===== config.mk =====
export PLATFORM = sky130hd
export DESIGN_NAME = logic_unit_pipe
export DESIGN_NICKNAME = d
export VERILOG_FILES = /design/src/rtl/logic_unit_pipe.sv
export SDC_FILE = /design/constraint.sdc
export NUM_CORES = 1
export LEC_CHECK = 0
export ABC_AREA = 0
export BUFFER_PORTS_ARGS = -buffer_cell sky130_fd_sc_hd__buf_2
export CAP_MARGIN = 10
export CELL_PAD_IN_SITES_DETAIL_PLACEMENT = 1
export CELL_PAD_IN_SITES_GLOBAL_PLACEMENT = 2
export CORE_MARGIN = 4
export CORE_UTILIZATION = 33
export DETAILED_ROUTE_END_ITERATION = 7
export HOLD_SLACK_MARGIN = 0.12
export PLACE_DENSITY_LB_ADDON = 0.08
export SLEW_MARGIN = 20
export SYNTH_ARGS = -nofsm -noshare
export SYNTH_HDL_FRONTEND = slang
export SYNTH_SLANG_ARGS = --single-unit

===== constraint.sdc =====
create_clock -name clk -period 2.05 [get_ports clk]
set_input_delay 0.205 -clock clk [delete_from_list [all_inputs] [get_ports clk]]
set_output_delay 0.205 -clock clk [all_outputs]
set_load 0.02 [all_outputs]

===== src/rtl/logic_unit_pipe.sv =====
// -----------------------------------------------------------------------------
// logic_unit_pipe
//
// WIDTH-bit, eight-operation bitwise logic unit followed by a STAGES-deep
// valid/ready register pipeline, plus a saturating counter of delivered
// results.
//
// The operation is evaluated combinationally from a/b/op and captured into the
// first stage. Later stages forward data unchanged. Every stage is ready when
// it is empty or when the stage after it is ready. Empty stages therefore
// fill even while the consumer stalls, and a fully stalled pipe holds exactly
// STAGES entries.
//
// Ports:
//   clk        in   1        rising-edge clock
//   reset      in   1        asynchronous, active-low reset
//   in_valid   in   1        a/b/op valid this cycle
//   in_ready   out  1        pipeline accepts an input this cycle
//                            (combinational from out_ready through the chain)
//   a, b       in   WIDTH    operands
//   op         in   3        0 AND, 1 OR, 2 XOR, 3 NOT a, 4 NAND, 5 NOR,
//                            6 XNOR, 7 PASS a
//   out_valid  out  1        result is valid
//   out_ready  in   1        consumer takes the result this cycle
//   result     out  WIDTH    registered result (last stage data)
//   out_count  out  COUNT_W  delivered results, saturating at all-ones
//   clr_count  in   1        synchronous clear of out_count; wins over a
//                            simultaneous increment
// -----------------------------------------------------------------------------
module logic_unit_pipe #(
   parameter int WIDTH   = 8,
   parameter int STAGES  = 2,
   parameter int COUNT_W = 16
) (
   input  logic               clk,
   input  logic               reset,
   input  logic               in_valid,
   output logic               in_ready,
   input  logic [WIDTH-1:0]   a,
   input  logic [WIDTH-1:0]   b,
   input  logic [2:0]         op,
   output logic               out_valid,
   input  logic               out_ready,
   output logic [WIDTH-1:0]   result,
   output logic [COUNT_W-1:0] out_count,
   input  logic               clr_count
);

   localparam logic [2:0] OP_AND  = 3'd0;
   localparam logic [2:0] OP_OR   = 3'd1;
   localparam logic [2:0] OP_XOR  = 3'd2;
   localparam logic [2:0] OP_NOT  = 3'd3;
   localparam logic [2:0] OP_NAND = 3'd4;
   localparam logic [2:0] OP_NOR  = 3'd5;
   localparam logic [2:0] OP_XNOR = 3'd6;
   localparam logic [2:0] OP_PASS = 3'd7;

   // -------------------------------------------------------------------------
   // Operation evaluation (input side, combinational)
   // -------------------------------------------------------------------------
   logic [WIDTH-1:0] op_value;

   always_comb begin
      op_value = a;
      case (op)
         OP_AND:  op_value = a & b;
         OP_OR:   op_value = a | b;
         OP_XOR:  op_value = a ^ b;
         OP_NOT:  op_value = ~a;
         OP_NAND: op_value = ~(a & b);
         OP_NOR:  op_value = ~(a | b);
         OP_XNOR: op_value = ~(a ^ b);
         OP_PASS: op_value = a;
         default: op_value = a;
      endcase
   end

   // -------------------------------------------------------------------------
   // Pipeline stages
   // stage_ready[STAGES] is the consumer; stage_ready[0] is in_ready.
   // -------------------------------------------------------------------------
   logic [STAGES:0]              stage_ready;
   logic [STAGES-1:0]            stage_valid;
   logic [STAGES-1:0][WIDTH-1:0] stage_data;

   // The ready chain is evaluated in one process, walking from the consumer
   // back to the input, so no signal depends combinationally on itself.
   always_comb begin
      logic ready_next;
      ready_next          = out_ready;
      stage_ready         = '0;
      stage_ready[STAGES] = out_ready;
      for (int i = STAGES - 1; i >= 0; i--) begin
         ready_next     = !stage_valid[i] || ready_next;
         stage_ready[i] = ready_next;
      end
   end

   generate
      for (genvar gi = 0; gi < STAGES; gi++) begin : g_stage
         logic             valid_reg;
         logic [WIDTH-1:0] data_reg;
         logic             src_valid;
         logic [WIDTH-1:0] src_data;

         if (gi == 0) begin : g_first
            assign src_valid = in_valid;
            assign src_data  = op_value;
         end else begin : g_follow
            assign src_valid = stage_valid[gi-1];
            assign src_data  = stage_data[gi-1];
         end

         // A ready stage always takes the upstream valid bit. Data is only
         // captured alongside a valid bit, so don't-care operands presented
         // with in_valid=0 never reach the registers.
         always_ff @(posedge clk or negedge reset) begin
            if (!reset) begin
               valid_reg <= 1'b0;
               data_reg  <= '0;
            end else if (stage_ready[gi]) begin
               valid_reg <= src_valid;
               if (src_valid) begin
                  data_reg <= src_data;
               end
            end
         end

         assign stage_valid[gi] = valid_reg;
         assign stage_data[gi]  = data_reg;
      end
   endgenerate

   assign in_ready  = stage_ready[0];
   assign out_valid = stage_valid[STAGES-1];
   assign result    = stage_data[STAGES-1];

   // -------------------------------------------------------------------------
   // Delivered-result counter
   // -------------------------------------------------------------------------
   logic               out_xfer;
   logic [COUNT_W-1:0] count_reg;
   logic [COUNT_W-1:0] count_next;

   assign out_xfer = out_valid && out_ready;

   always_comb begin
      count_next = count_reg;
      if (clr_count) begin
         count_next = '0;
      end else if (out_xfer && (count_reg != {COUNT_W{1'b1}})) begin
         count_next = count_reg + COUNT_W'(1);
      end
   end

   always_ff @(posedge clk or negedge reset) begin
      if (!reset) begin
         count_reg <= '0;
      end else begin
         count_reg <= count_next;
      end
   end

   assign out_count = count_reg;

endmodule


==> impl.org <==
** Run status
- Result of the run :: finished, final reports clean

** Route
- The first detailed-routing pass took 3 iterations.
- Wirelength, routed :: 5220 um
- Number of design rule violations left after detail routing :: 0
- Wire length per cell after detailed routing :: between 10 and 15 um
- DRT antenna net count :: 0
- Using the TritonRoute via totals, the vias-per-cell ratio works out to 5.14.
- Initial drt markers :: 21
- Vias after detailed routing :: 1900

** Final layout
- Net total in the final layout :: approximately 330
- P&R area growth vs syn :: 22.3%
- The repair_antennas step left the layout with diodes totalling 0.
- In the final layout, the share of cells above drive strength 1 is 0.311.
- The register with the most flip-flops in the layout has 16 of them.
- Commonest non-fill, non-tap cells in the layout :: buf_2, dfrtp_1, inv_1, nand2_1, ha_1
- Filler Cell Count :: 785
- Most common library cell in the layout ignoring fill and taps :: buf_2

** STA
- Setup violations remaining at the end of the flow were counted as 0.
- The number of pins with negative max-slew slack in the final report was 0.
- The clock period could shrink to between 1.5 and 2 ns.
- Slew of the pin with the lowest slew margin :: 0.757 ns
- Worst slew margin relative to its limit :: 0.495
- RSZ-0062 raised after global routing :: false
- Hold is met by 0.318 ns.
- On the final layout, the worst clock skew is 0.00138 ns.
- Final setup TNS :: 0 ns
- Number of endpoints with negative hold slack in the final report :: 0
- Of the available clock period, the critical path in the final layout requires 0.934.
- Maximum clock frequency :: 0.523 GHz

** Floorplanning
- Site row count :: 29
- The die is approximately 91 um tall.
- Die X :: 90.6 um
- Top-level port count :: 50
- The floorplan step defined a die boundary enclosing 8210 um^2.
- Core ar. :: 6490 um^2
- Starting density of the core :: 0.347

** Synthesis
- Netlist Area Pre-Place :: 2250 um^2
- Number of register bits inferred by synthesis :: 34
- Yosys warning count :: 0
- EDFF count, synth :: 0
- For this run, the register share of the synthesized area comes to 0.378.
- Primary flip-flop cell chosen by synthesis mapping :: dfrtp_1
- After synthesis, the netlist uses 39 different library cells.
- In this run the mean area of a mapped cell was 9.54 um^2.
- Post-synthesis instance total :: 236
- Share of flip-flops with an asynchronous set or reset :: 1.00
- Synthesis produced a netlist with a net count of 277.

** Min path
- The worst hold path passes through 2 cells.
- The worst hold path terminates at out_count[11].
- The min-delay analysis places its worst path in the category in -> reg.
- Startpoint of the tightest hold check path :: clr_count

** CTS
- Number of buffers between clock root and the deepest sink :: 2
- Post-CTS Repair Setup Buffers :: 0
- TritonCTS built the clock tree.
- Clock insertion delay at the later pin of the skew report :: around 0.29 ns
- The tree built by TritonCTS fans out to 34 sinks.
- CTS built an H-tree with a depth of 2.
- Clock-pin slew reported for the worst setup and hold paths after clock tree synthesis :: 0.07 ns
- Clock tree synthesis inserted a total of 5 buffers.
- Master cell of the clock root buffer :: clkbuf_8

** Global routing
- Largest net degree at the start of global routing :: 35
- Global routing finished with a remaining overflow of 0.
- Most used routing layer in global routing :: met2
- GR Util met1 :: 0.172
- For met2 alone, demand over resource in global routing was 0.236.
- Initial antenna violation count :: 0
- The number of global-route vias before repair is 1987.
- Global-route usage over all layers :: 0.140
- First-pass GRT wire length :: 9390 um
- For met3 alone, demand over resource in global routing was 0.0275.

** Power and ir drop
- IR drop worst, VDD :: ~0.00023 V
- For this design the ratio of total power to cell area is 662 nW/um^2.
- Summed over all cells, the static leakage comes to approximately 1.3 nW.

** Setup path
- Required time worst endpoint :: 2.27 ns
- Worst setup SP type :: register
- CP Class :: reg -> reg
- Crit Path Max Fanout :: 7
- Number of cells on the worst reg-to-reg path :: 4
- STA puts the critical path data arrival time at 2.13 ns.
- In this run the critical register-to-register path is captured at out_count[11].
- In this run the register-to-register setup slack is between 0.1 and 0.15 ns.
- The worst setup path is captured at a register.
- The startpoint identified for the worst register-to-register timing path is out_count[2].

** Placed design
- GPL Wtd Cong :: 0.744
- After legalization and detailed placement, the total HPWL measured just over 4000 um.
- Count of buffers from port buffering :: just under 50

** Flow run
- Max-cap violations :: 0
cells in the mapped netlist (3+ instances only):
library cell / instances / area, um^2
dfrtp_1: 34 / 851
ha_1: 17 / 213
nor2b_1: 8 / 50.1
nor3_1: 4 / 20.0
mux4_2: 5 / 113
a211oi_1: 3 / 22.5
nor4_1: 4 / 25.0
clkbuf_1: 8 / 30.0
inv_1: 24 / 90.1
xnor2_1: 5 / 43.8
a21oi_1: 12 / 60.1
or4_1: 4 / 30.0
or3_1: 12 / 75.1
nand2_1: 20 / 75.1
nor2_1: 6 / 22.5
mux2_2: 10 / 113
o31ai_1: 8 / 60.1
o21ai_0: 16 / 80.1
nand2b_1: 3 / 18.8
nand3_1: 6 / 30.0
power breakdown:
group,total [mW],switching (mW),leakage [nW],internal [mW]
clock network,0.615,0.252,0.0514,0.363
registers,0.803,0.0471,0.438,0.756
logic,0.406,0.227,0.788,0.179
critical path, cell delays in order, from the launching register on:
cell     delay [ns]
dfrtp_1        0.44
nand3_1        0.17
or4_4          0.61
or4_1          0.48
a21oi_1        0.14
per-stage QoR:
stage	utilization	std cells	area, um^2	power [mW]	worst slack [ns]
after floorplan	-	236	2250	1.07	0.0113
after global placement	0.403	360	2620	1.22	0.174
after detailed placement	0.403	360	2620	1.23	0.144
after CTS	0.423	370	2750	1.86	0.0993
after global routing	0.424	370	2750	1.95	0.00250
final	0.424	370	2750	1.82	0.136
final cells by class:
class                   count  area, um^2  share of cell area
inverters                  25        93.8              0.0341
well taps                  77        96.3              0.0350
clock inverters             2        37.5              0.0136
clock buffers               6        72.6              0.0264
flip-flops and latches     34         852               0.309
multi-input cells         167        1280               0.463
repair buffers             59         325               0.118
timing repair:
action,4_1_cts,5_1_grt
endpoints found under the hold margin,35,0
hold buffers,2,0
resized for setup,0,2
setup endpoints to repair,0,5
cells by family after synthesis:
kind of cell	count (synthesis)	share of synthesized area
and+or+nand+nor	79	0.204
AOI/OAI and AO/OA	50	0.142
buffers and inverters	35	0.0583
DFF	34	0.378
adders and majority gates	17	0.0944
muxes	16	0.104
xor gates and xnor gates	5	0.0194
routing by layer:
layer | vias to the layer above | wire, um
li1 | 964 | -
met1 | 892 | 2310
met2 | 35 | 2600
met3 | 9 | 186
met4 | 0 | 124
met5 | - | 0
worst max-delay path by stage:
stage	from	endpoint	slack, ns	depth (start not counted)
finish	out_count[2]	out_count[11]	0.14	4
global route	out_count[2]	out_count[11]	0.003	4
CTS	out_count[0]	out_count[10]	0.1	5
detailed placement	out_count[0]	out_count[10]	0.14	5
global placement	out_count[0]	out_count[10]	0.17	5
floorplan	out_count[0]	out_count[10]	0.01	5
(Power assumes the default switching activity.)
